`config.mk`:
```
export PLATFORM = sky130hd
export DESIGN_NAME = generador_patrones
export DESIGN_NICKNAME = d
export VERILOG_FILES = /design/src/rtl/generador_patrones.sv
export SDC_FILE = /design/constraint.sdc
export NUM_CORES = 1
export LEC_CHECK = 0
export CORE_MARGIN = 2
export CORE_UTILIZATION = 40
export DETAILED_ROUTE_END_ITERATION = 12
export SLEW_MARGIN = 20
export SYNTH_ARGS = -nofsm -noshare
export SYNTH_HDL_FRONTEND = slang
export SYNTH_SLANG_ARGS = --single-unit
```
`constraint.sdc`:
```
create_clock -name clk -period 8.13 [get_ports clk]
set_input_delay 1.2195 -clock clk [delete_from_list [all_inputs] [get_ports clk]]
set_output_delay 1.2195 -clock clk [all_outputs]
set_load 0.01 [all_outputs]
```
`src/rtl/generador_patrones.sv`:
```
// Serial pattern transmitter: shifts the active field of a parallel word out
// MSB-first, optionally repeating it with an idle gap, then pulses done.
// Outputs are registered. Each edge computes the values for the cycle that
// follows it, so the first bit appears at the same edge that accepts start.
module generador_patrones #(
  parameter int unsigned WIDTH = 16,
  parameter int unsigned LEN_W = 5,
  parameter int unsigned REP_W = 4,
  parameter int unsigned GAP_W = 4
) (
  input  logic             clk,
  input  logic             rst,
  input  logic             start,
  input  logic [WIDTH-1:0] data,
  input  logic [LEN_W-1:0] len,
  input  logic [REP_W-1:0] reps,
  input  logic [GAP_W-1:0] gap,
  output logic             out,
  output logic             valid,
  output logic             busy,
  output logic             done
);

  localparam int unsigned IDX_W = (WIDTH > 1) ? $clog2(WIDTH) : 1;

  // S_DONE is the cycle that carries the final bit (or, for an empty
  // frame, the silent cycle after start); done becomes visible as it exits.
  typedef enum logic [1:0] {
    S_IDLE  = 2'd0,
    S_SHIFT = 2'd1,
    S_GAP   = 2'd2,
    S_DONE  = 2'd3
  } state_t;

  state_t             state, state_n;
  logic [WIDTH-1:0]   data_q, data_n;
  logic [LEN_W-1:0]   len_q, len_n;
  logic [GAP_W-1:0]   gap_q, gap_n;
  logic [IDX_W-1:0]   idx, idx_n;
  logic [REP_W-1:0]   frames, frames_n;
  logic [GAP_W-1:0]   gcnt, gcnt_n;
  logic               out_n, valid_n, busy_n, done_n;

  logic [LEN_W-1:0]   len_sat;
  logic [REP_W-1:0]   reps_eff;

  // Bit-emission source: the live inputs on the accepting edge, the latched
  // registers afterwards.
  logic               emit;
  logic [WIDTH-1:0]   cur_data;
  logic [IDX_W-1:0]   cur_idx;
  logic [REP_W-1:0]   cur_frames;
  logic [LEN_W-1:0]   cur_len;
  logic [GAP_W-1:0]   cur_gap;

  // Clamp frame length to the register width and treat zero repeats as one.
  always_comb begin
    len_sat  = (len > LEN_W'(WIDTH)) ? LEN_W'(WIDTH) : len;
    reps_eff = (reps == '0) ? REP_W'(1) : reps;
  end

  // Next-state and next-output logic.
  always_comb begin
    state_n    = state;
    data_n     = data_q;
    len_n      = len_q;
    gap_n      = gap_q;
    idx_n      = idx;
    frames_n   = frames;
    gcnt_n     = gcnt;
    out_n      = 1'b0;
    valid_n    = 1'b0;
    busy_n     = 1'b0;
    done_n     = 1'b0;
    emit       = 1'b0;
    cur_data   = data_q;
    cur_idx    = idx;
    cur_frames = frames;
    cur_len    = len_q;
    cur_gap    = gap_q;

    case (state)
      S_IDLE: begin
        if (start) begin
          data_n   = data;
          len_n    = len_sat;
          gap_n    = gap;
          frames_n = reps_eff;
          if (len_sat == '0) begin
            state_n = S_DONE;
          end else begin
            emit       = 1'b1;
            cur_data   = data;
            cur_idx    = IDX_W'(len_sat - LEN_W'(1));
            cur_frames = reps_eff;
            cur_len    = len_sat;
            cur_gap    = gap;
          end
        end
      end
      S_SHIFT: begin
        emit = 1'b1;
      end
      S_GAP: begin
        busy_n = 1'b1;
        if (gcnt == GAP_W'(1)) begin
          state_n = S_SHIFT;
          idx_n   = IDX_W'(len_q - LEN_W'(1));
        end else begin
          gcnt_n = gcnt - GAP_W'(1);
        end
      end
      S_DONE: begin
        done_n  = 1'b1;
        state_n = S_IDLE;
      end
      default: begin
        state_n = S_IDLE;
      end
    endcase

    if (emit) begin
      out_n    = cur_data[cur_idx];
      valid_n  = 1'b1;
      busy_n   = 1'b1;
      frames_n = cur_frames;
      if (cur_idx == '0) begin
        if (cur_frames == REP_W'(1)) begin
          state_n = S_DONE;
        end else begin
          frames_n = cur_frames - REP_W'(1);
          if (cur_gap != '0) begin
            state_n = S_GAP;
            gcnt_n  = cur_gap;
          end else begin
            state_n = S_SHIFT;
            idx_n   = IDX_W'(cur_len - LEN_W'(1));
          end
        end
      end else begin
        state_n = S_SHIFT;
        idx_n   = cur_idx - IDX_W'(1);
      end
    end
  end

  // State, latched request and output registers with synchronous reset.
  always_ff @(posedge clk) begin
    if (rst) begin
      state  <= S_IDLE;
      data_q <= '0;
      len_q  <= '0;
      gap_q  <= '0;
      idx    <= '0;
      frames <= '0;
      gcnt   <= '0;
      out    <= 1'b0;
      valid  <= 1'b0;
      busy   <= 1'b0;
      done   <= 1'b0;
    end else begin
      state  <= state_n;
      data_q <= data_n;
      len_q  <= len_n;
      gap_q  <= gap_n;
      idx    <= idx_n;
      frames <= frames_n;
      gcnt   <= gcnt_n;
      out    <= out_n;
      valid  <= valid_n;
      busy   <= busy_n;
      done   <= done_n;
    end
  end

endmodule
```
### After elaboration in Yosys (flattened, before gate mapping)

Index checks and enable logic that the tools add are counted.

| word-level totals | value |
|---|---|
| bits in registers | 42 |
| output and inout port bits | 4 |

| cells by class | value |
|---|---|
| $add $sub $neg | 6 |
| magnitude comparators | 2 |
| equal/unequal tests | 8 |
| mux-type cells | 51 |
| bitwise gates (word level) | 1 |
| reductions and logical operators | 12 |

Operators by type and width:

| kind | count |
|---|---|
| 4-bit two-way mux | 30 |
| 16-bit two-way mux | 3 |
| 4-bit by 1-bit subtractor with 4-bit output, second input constant | 6 |
| 2-bit two-way mux | 7 |
| 3-bit != test, second input constant | 3 |
| 4-bit by 1-bit == test with 1-bit output, second input constant | 2 |
| 4-bit zero test | 2 |
| 4-bit nonzero test | 2 |
| 1-bit two-way mux | 7 |
| 2-bit one-hot mux with 3 select lines | 1 |
| 5-bit greater-than comparator, second input constant | 1 |
| 5-bit zero test | 1 |
| 4-bit by 5-bit less-than comparator with 1-bit output, second input constant | 1 |
| 5-bit two-way mux | 1 |
| 1-bit binary-select mux with 4-bit select | 1 |
| 2-bit == test, second input constant | 2 |
| 2-bit AND reduction | 2 |
| 4-bit AND reduction | 1 |
| 2-bit nonzero test | 2 |
| 2-bit by 1-bit == test with 1-bit output, second input constant | 1 |
| 2-bit zero test | 1 |
| 1-bit one-hot mux with 2 select lines | 1 |
| 2-bit OR reduction | 1 |
| 1-bit inverter | 1 |

### Logic depth before layout (Yosys ltp)

Gate-level depths: netlist (run 1).

| depth | value |
|---|---|
| depth after elaboration | 11 |
| mapped depth | 17 |
| mapped depth without buffers | 15 |

### Worst setup path after synthesis (run 1)

No wires, ideal clock.

| path | value |
|---|---|
| path kind | in2reg |
| from | input port len[0] |
| to | register frames[2] |
| library setup time | 122 ps |
| data arrival time | 4131 ps |
| required time | 8008 ps |
| slack | 3877 ps |
| stages | 13 |
| path buffers | 1 |
| path through | nor2b_1 inv_2 ha_1 or4b_1 nand2_2 buf_2 a21oi_2 inv_1 ha_1 or3b_2 mux2_2 and3_1 a311o_1 |

| between the ends | value |
|---|---|
| longest elaborated chain between the ends | 10 |
| elaborated cells between the ends (all ways) | 22 |
| classes of those cells | add/sub: 2; order compare: 1; eq/ne: 1; mux: 13; reduce/logical: 5 |

RTL lines:

| item | line | text |
|---|---|---|
| start: declaration | 15 | `input logic [LEN_W-1:0] len,` |
| 5-bit greater-than comparator | 58 | `len_sat = (len > LEN_W'(WIDTH)) ? LEN_W'(WIDTH) : len;` |
| 5-bit two-way mux * | 58 |  |
| 5-bit zero test | 89 | `if (len_sat == '0) begin` |
| 4-bit two-way mux | 89 |  |
| 4-bit two-way mux | 84 | `if (start) begin` |
| 4-bit two-way mux | 82 | `case (state)` |
| 4-bit by 1-bit subtractor with 4-bit output / 4-bit by 1-bit == test with 1-bit output (equally long branches) | 131, 128 |  |
| 4-bit two-way mux | 128 | `if (cur_frames == REP_W'(1)) begin` |
| 4-bit two-way mux | 127 | `if (cur_idx == '0) begin` |
| 4-bit two-way mux | 122 | `if (emit) begin` |
| end signal: assignment | 167 | `frames <= frames_n;` |
| end: declaration | 40 | `logic [REP_W-1:0] frames, frames_n;` |

Mark *: on every way between the ends. The rest lies on a longest branch, timed or not.
A chain may end at the register's enable or synchronous reset.

### Worst setup path in the final report (run 1)

| path | value |
|---|---|
| from | input port len[4] |
| to | register idx[3] |

| between the ends | value |
|---|---|
| longest elaborated chain between the ends | 11 |
| elaborated cells between the ends (all ways) | 28 |
| classes of those cells | add/sub: 3; order compare: 1; eq/ne: 1; mux: 20; reduce/logical: 3 |

RTL lines:

| item | line | text |
|---|---|---|
| 5-bit greater-than comparator | 58 |  |
| 5-bit two-way mux * | 58 |  |
| parallel branches: the longest is 8 deep, another holds 4-bit by 1-bit subtractor with 4-bit output | - |  |
| 4-bit two-way mux * | 122 |  |
| end signal: assignment | 166 | `idx <= idx_n;` |
| end: declaration | 39 | `logic [IDX_W-1:0] idx, idx_n;` |

Mark *: on every way between the ends.

==> results of run 1 <==
==> per-stage QoR <==
step	setup WS, ns	utilization	instances
2_1_floorplan	3.877	-	366
3_3_place_gp	2.736	0.4644	484
3_5_place_dp	2.633	0.4644	484
4_1_cts	2.921	0.4793	492
5_1_grt	2.557	0.4793	492
6_report	2.879	0.4793	492
==> final cells by class <==
class                   count  area [um2]  area share
well taps                  99       123.9     0.03621
clock buffers               7       76.32     0.02231
clock inverters             1       30.03    0.008778
repair buffers             40       387.9      0.1134
multi-input cells         288        1906      0.5571
flip-flops and latches     42       840.8      0.2458
inverters                  15       56.30     0.01646
==> cell usage in the layout (no fill, tap or decap), types with 5 or more instances in the layout <==
cell and instances:
nand2_1 61, clkdlybuf4s50_1 35, nor3_1 9, dfxtp_1 42, mux2i_1 13, nand3_1 6
clkbuf_8 5, buf_4 5, mux4_2 5, nor2_1 27, o31ai_1 5, a21oi_1 40
inv_1 14, nor4_1 5, ha_1 13, o21ai_0 20
==> power groups by stage <==
stage	clock network (mW)	registers [mW]	logic [mW]
6_report	0.168	0.310	0.572
3_5_place_dp	0	0.315	0.562
5_1_grt	0.181	0.319	0.633
2_1_floorplan	0	0.294	0.436
4_1_cts	0.171	0.311	0.565
3_3_place_gp	0	0.314	0.561
==> worst reg2reg max path, delay by kind of cell, from the launching register on <==
family	cells	cell delay (ns)
AND/OR/NAND/NOR	5	1.32
AO/OA/AOI/OAI	5	0.86
adder cells (fa/ha/maj)	2	0.46
buffers and inverters	3	0.51
flip-flops	1	0.36
==> state kept, by name, indices dropped and copies added, names as in the netlist <==
signal	flops
data_q	16
frames	4
gap_q	4
gcnt	4
idx	4
len_q	4
state	2
busy	1
done	1
out	1
valid	1
==> how the worst max path moves through the flow <==
stage / cells past startpoint / from / endpoint / slack (ns)
after floorplan: 13 / len[0] / frames[2]$_SDFFE_PP0P_ / 3.88
after global placement: 16 / len[4] / idx[3]$_SDFF_PP0_ / 2.74
after detailed placement: 16 / len[4] / idx[3]$_SDFF_PP0_ / 2.63
after CTS: 16 / len[4] / idx[3]$_SDFF_PP0_ / 2.92
after global routing: 16 / len[4] / idx[3]$_SDFF_PP0_ / 2.56
final: 16 / len[4] / idx[3]$_SDFF_PP0_ / 2.88
==> layer usage <==
metal / vias up / track usage / share of wire
li1: 1376 / - / -
met2: 103 / 0.3046 / 0.44
met5: - / 0 / 0
met3: 21 / 0.03509 / 0.065
met1: 1314 / 0.2757 / 0.48
met4: 0 / 0.06649 / 0.020
==> logic make-up (layout without fill, tap and decap cells) <==
family          count (synthesis)  in the layout  synth area share
mux                            21             21           0.09555
compound gates                104            104            0.2400
fa+ha+maj                      13             13           0.05621
flops                          42             42            0.2905
simple gates                  144            144            0.2486
buf+inv                        36             63           0.05101
xor+xnor                        6              6           0.01816
==> parameters.txt, run 1 <==
Parameter                              Value

Status
  Status    finished, final reports clean

Yosys
  Commonest register cell after synthesis    dfxtp_1
  Most frequent cells after synthesis    nand2_1, dfxtp_1, a21oi_1
  Most common cell in the synthesized netlist    nand2_1
  Ys Warns    0
  Post-synthesis average cell area    7.907 um2
  Fraction of post-synthesis cell area in the top cell type by area    0.2905
  Cell taking the most area after synthesis    dfxtp_1
  Asr flop ratio synth    0
  Top area cells in the synthesized netlist    dfxtp_1, nand2_1, a21oi_1
  Sequential area share after synthesis    0.2905
  Number of synthesized flops with an enable pin    0
  Count of cell types in the netlist    68
  Cell count after synthesis    366
  Post-synthesis register bit count    42
  Synthesized net count    411
  Cell area after technology mapping    2894 um2

Timing
  Aggregate negative setup slack    0 ns
  Setup Viol. Count Final    0
  Period utilisation layout    0.6459
  Worst hold margin    0.4540 ns
  Slew at the pin with the worst max-slew slack    0.5711 ns
  Final setup skew    0.007626 ns
  Final hold vios    0
  Fin crit period    5.252 ns
  Headroom to the max-slew limit    0.6157
  Max-slew violation count    0
  Highest clock frequency the design can meet    0.1904 GHz
  Unrepaired setup endpoints after global routing    false

Critical path
  CP required    8.34 ns
  Crit path max-delay cell type    clkdlybuf4s50_1
  Type of destination of the critical path    flop
  CP max FO    23
  Largest stage delay on the critical path    0.78 ns
  Startpoint Class    primary input
  Critical path's top delay family    simple AND/OR/NAND/NOR gates
  Critical path cell sequence    clkdlybuf4s50_1 > nor2b_1 > inv_2 > ha_1 > or4b_1 > nand2_2 > nor2_1 > a21oi_2 > inv_1 > ha_1 > or3b_2 > nand2_1 > o21ai_2 > a21oi_1 > or4_1 > o32ai_1
  Number of cells on the worst reg-to-reg path    15
  Buf/Inv on CP    3
  Terminus of the critical flop-to-flop path    state[1]$_SDFFE_PP0P_
  Kind of critical path    in -> reg
  Crit Reg-Reg Startpoint    state[1]$_SDFFE_PP0P_
  Worst path arrival time    5.46 ns
  Cell type with the highest occurrence count on the critical path    ha_1
  Register-to-register path setup slack    4.57 ns

GRT
  Number of global-route vias before repair    2555
  GRT Total Usage    0.1961
  GRT Residual Overflow    0
  Initial antenna violation count    0
  First-pass GRT wire length    12210 um
  Maximum number of pins on one net before global-route repair    44

Clocking
  Total of cells resized after clock tree synthesis    0
  TritonCTS Sinks    42
  Hold-fix buffer count after cts    0
  Maximum number of buffers from clock root to sink    2
  Clk slew on worst S/H paths    0.08 ns
  Clock tree from TritonCTS    done
  Cts bufs inserted    5
  Clk_lat worst skew    0.30 ns
  Setup Buffers After CTS    0
  H-Tree Level Count    2
  Cell at the root of the clock tree    clkbuf_8

Power
  Sequential power share    0.296
  Static leakage    1.243 nW
  Sw Ratio    0.4388
  Reported net switching power    0.4607 mW
  Internal    0.5893 mW
  Worst IR drop on VDD    0.1246 mV
  Areal power density over the cells    307.0 nW/um2
  Clk pwr share    0.160
  Gate power share    0.545
  Total chip power    1.050 mW

Die
  Area of the core    7137 um2
  Total I/O pin count    36
  Die Ht    89.06 um
  Starting density of the core    0.4055
  Row Count    31
  Die W    89.06 um
  Area of the die    7932 um2

Drt
  Vias post-DR    2814
  First-iteration detailed-routing DRC count    236
  Via density    5.720
  Routed Antenna Nets    0
  Initial DRT Pass Iterations    5
  Post-Route WL    7585 um
  Total DRC errors in the routed layout    0
  Routed length per instance    15.42 um

Min path
  Start point of the worst min-delay path    data_q[0]$_SDFFE_PP0P_
  Number of instances on the worst hold path    2
  Capture endpoint of the worst hold path    data_q[0]$_SDFFE_PP0P_
  Type of the tightest min-delay check    reg -> reg

Placed design
  Placer congestion estimate    0.8708
  Post-detail-place hpwl    5318 um
  Post-Place Cell Area    3314 um2
  Total of buffers placed on input and output ports    35

Final layout
  Layout cell share with drive strength beyond 1    0.08651
  Antenna diodes    0
  Filler Cell Count    718
  Layout Area Growth over Synthesis    18.20%
  Post-route standard cell area excluding fillers    3421 um2
  Nets@finish    437

Run
  # Max-Cap Violations    0
Power figures use the tool's default switching activity.
==> inputs of run 2 (changes only) <==
clock period = 4.9 ns   (was 8.13 ns; I/O delays follow)
==> run 2 against run 1 <==
Sequential cell count did not move. Via count fell by 1.7%. Register-to-register slack worse by 2.9 ns. Routed wire length is 0.38% lower. Core utilization about the same. Critical path depth is the same. Non-clock buffer count up 4. Sequential power increased by 66%. Design area barely moved. Critical path type unchanged. Sequential share of layout area about the same.
==> parameters.txt, run 2 (synthesis gave the netlist of run 1 again) <==
Parameter                              Value

Critical path
  Largest stage delay on the critical path    0.57 ns
  Worst path arrival time    4.40 ns
  Kind of critical path    in -> reg
  Number of cells on the worst reg-to-reg path    11
  Critical path cell sequence    clkdlybuf4s50_1 > inv_1 > nand2_1 > ha_1 > or4b_1 > nand2_2 > nor2_1 > a21oi_2 > inv_1 > ha_1 > or3b_2 > nand2_1 > o21ai_2 > a21oi_1 > or4_1 > o32ai_1
  CP max FO    11
  CP required    5.11 ns
  Type of destination of the critical path    flop
  Crit path max-delay cell type    clkdlybuf4s50_1
  Startpoint Class    primary input

Final layout
  Antenna diodes    0
  Commonest non-fill, non-tap cells in the layout    nand2_1, dfxtp_1, a21oi_1, clkdlybuf4s50_1, nor2_1
  Leading cell type in the layout, fill and taps excluded    nand2_1
  Layout Utilization    0.4797
  Layout Area Growth over Synthesis    18.29%
  Nets@finish    441
  Max FFs per register    16
  Register ranked first by flip-flop count    data_q
  Layout cell share with drive strength beyond 1    0.09848

Clocking
  Maximum number of buffers from clock root to sink    2
  Setup Buffers After CTS    0
  Clk_lat worst skew    0.30 ns
  Hold-fix buffer count after cts    0
  Total of cells resized after clock tree synthesis    0
  Cell at the root of the clock tree    clkbuf_8
  H-Tree Level Count    2
  TritonCTS Sinks    42
  Clk slew on worst S/H paths    0.08 ns
  Clock tree from TritonCTS    done
  Cts bufs inserted    5

Timing
  Min setup slack post-route    0.7134 ns
  Highest clock frequency the design can meet    0.2389 GHz
  Headroom to the max-slew limit    0.5368
  Period utilisation layout    0.8544
  Setup Viol. Count Final    0
  Worst hold margin    0.4562 ns
  Aggregate negative setup slack    0 ns
  Final setup skew    0.009045 ns
  Slew at the pin with the worst max-slew slack    0.6885 ns
  Final hold vios    0
  Max-slew violation count    0
  Unrepaired setup endpoints after global routing    false
  Fin crit period    4.187 ns

Drt
  Initial DRT Pass Iterations    6
  Routed Antenna Nets    0
  Routed length per instance    15.26 um
  Vias post-DR    2767
  Post-Route WL    7556 um
  Via density    5.590
  First-iteration detailed-routing DRC count    204
  Total DRC errors in the routed layout    0

Power
  Worst IR drop on VDD    0.1754 mV
  Static leakage    1.253 nW
  Areal power density over the cells    490.4 nW/um2
  Total chip power    1.679 mW

GRT
  Maximum number of pins on one net before global-route repair    41
  GRT Residual Overflow    0
  First-pass GRT wire length    12340 um
  Number of global-route vias before repair    2497
  Initial antenna violation count    0
  GRT Total Usage    0.1999

Die
  Die Ht    89.06 um
  Total I/O pin count    36
  Area of the die    7932 um2
  Starting density of the core    0.4055
  Row Count    31
  Area of the core    7137 um2
  Die W    89.06 um

Placed design
  Post-detail-place hpwl    5360 um
  Total of buffers placed on input and output ports    35
  Setup Slack @ Placement    0.4502 ns
  Placer congestion estimate    0.8305

Status
  Status    finished, final reports clean

Min path
  Number of instances on the worst hold path    2
  Type of the tightest min-delay check    reg -> reg

Run
  # Max-Cap Violations    0
## run 2: changes by cell type in the layout (fill, tap and decap cells not counted)
cell,previous run,this run
buf_4,5,9
clkbuf_1,2,0
clkinv_2,0,2
bufinv_16,1,0
## run 2: layer usage
layer,wire [um],global-route usage
met2,3294,0.3128
met5,0,0
met4,116,0.05563
met3,454,0.03509
met1,3691,0.2844
## run 2: critical path: cells and delay by family
family / cells / cell delay [ns]
simple gates: 7 / 1.74
compound gates: 4 / 0.74
buf+inv: 3 / 0.72
fa+ha+maj: 2 / 0.46
## run 2: path summary, 6_finish.rpt
| path | startpoint | endpoint | slack, ns |
|---|---|---|---|
| worst min register to register | data_q[8]$_SDFFE_PP0P_ | data_q[8]$_SDFFE_PP0P_ | 0.46 |
| worst max-delay path | len[4] | idx[3]$_SDFF_PP0_ | 0.71 |
| worst min-delay path | data_q[8]$_SDFFE_PP0P_ | data_q[8]$_SDFFE_PP0P_ | 0.46 |
| worst max register to register | state[1]$_SDFFE_PP0P_ | frames[1]$_SDFFE_PP0P_ | 1.72 |
## run 2: layout make-up
cell class / instances / area [um2]
fill: 726 / 3714
multi-input combinational: 288 / 1906
sequential: 42 / 840.8
timing repair buffer: 44 / 417.9
tap: 99 / 123.9
clock buffer: 5 / 68.82
inverter: 15 / 56.30
clock inverter: 2 / 10.01
## run 2: stage by stage
| step | instances | instance area [um2] |
|---|---|---|
| 2_1_floorplan | 366 | 2894 |
| 3_3_place_gp | 488 | 3344 |
| 3_5_place_dp | 488 | 3344 |
| 4_1_cts | 495 | 3423 |
| 5_1_grt | 495 | 3423 |
| 6_report | 495 | 3423 |
## run 2: where the power goes
| group | total (mW) | switching (mW) | internal [mW] |
|---|---|---|---|
| Clock | 0.219 | 0.123 | 0.0958 |
| Sequential | 0.514 | 0.0838 | 0.430 |
| Combinational | 0.946 | 0.547 | 0.398 |
| Total | 1.68 | 0.755 | 0.924 |
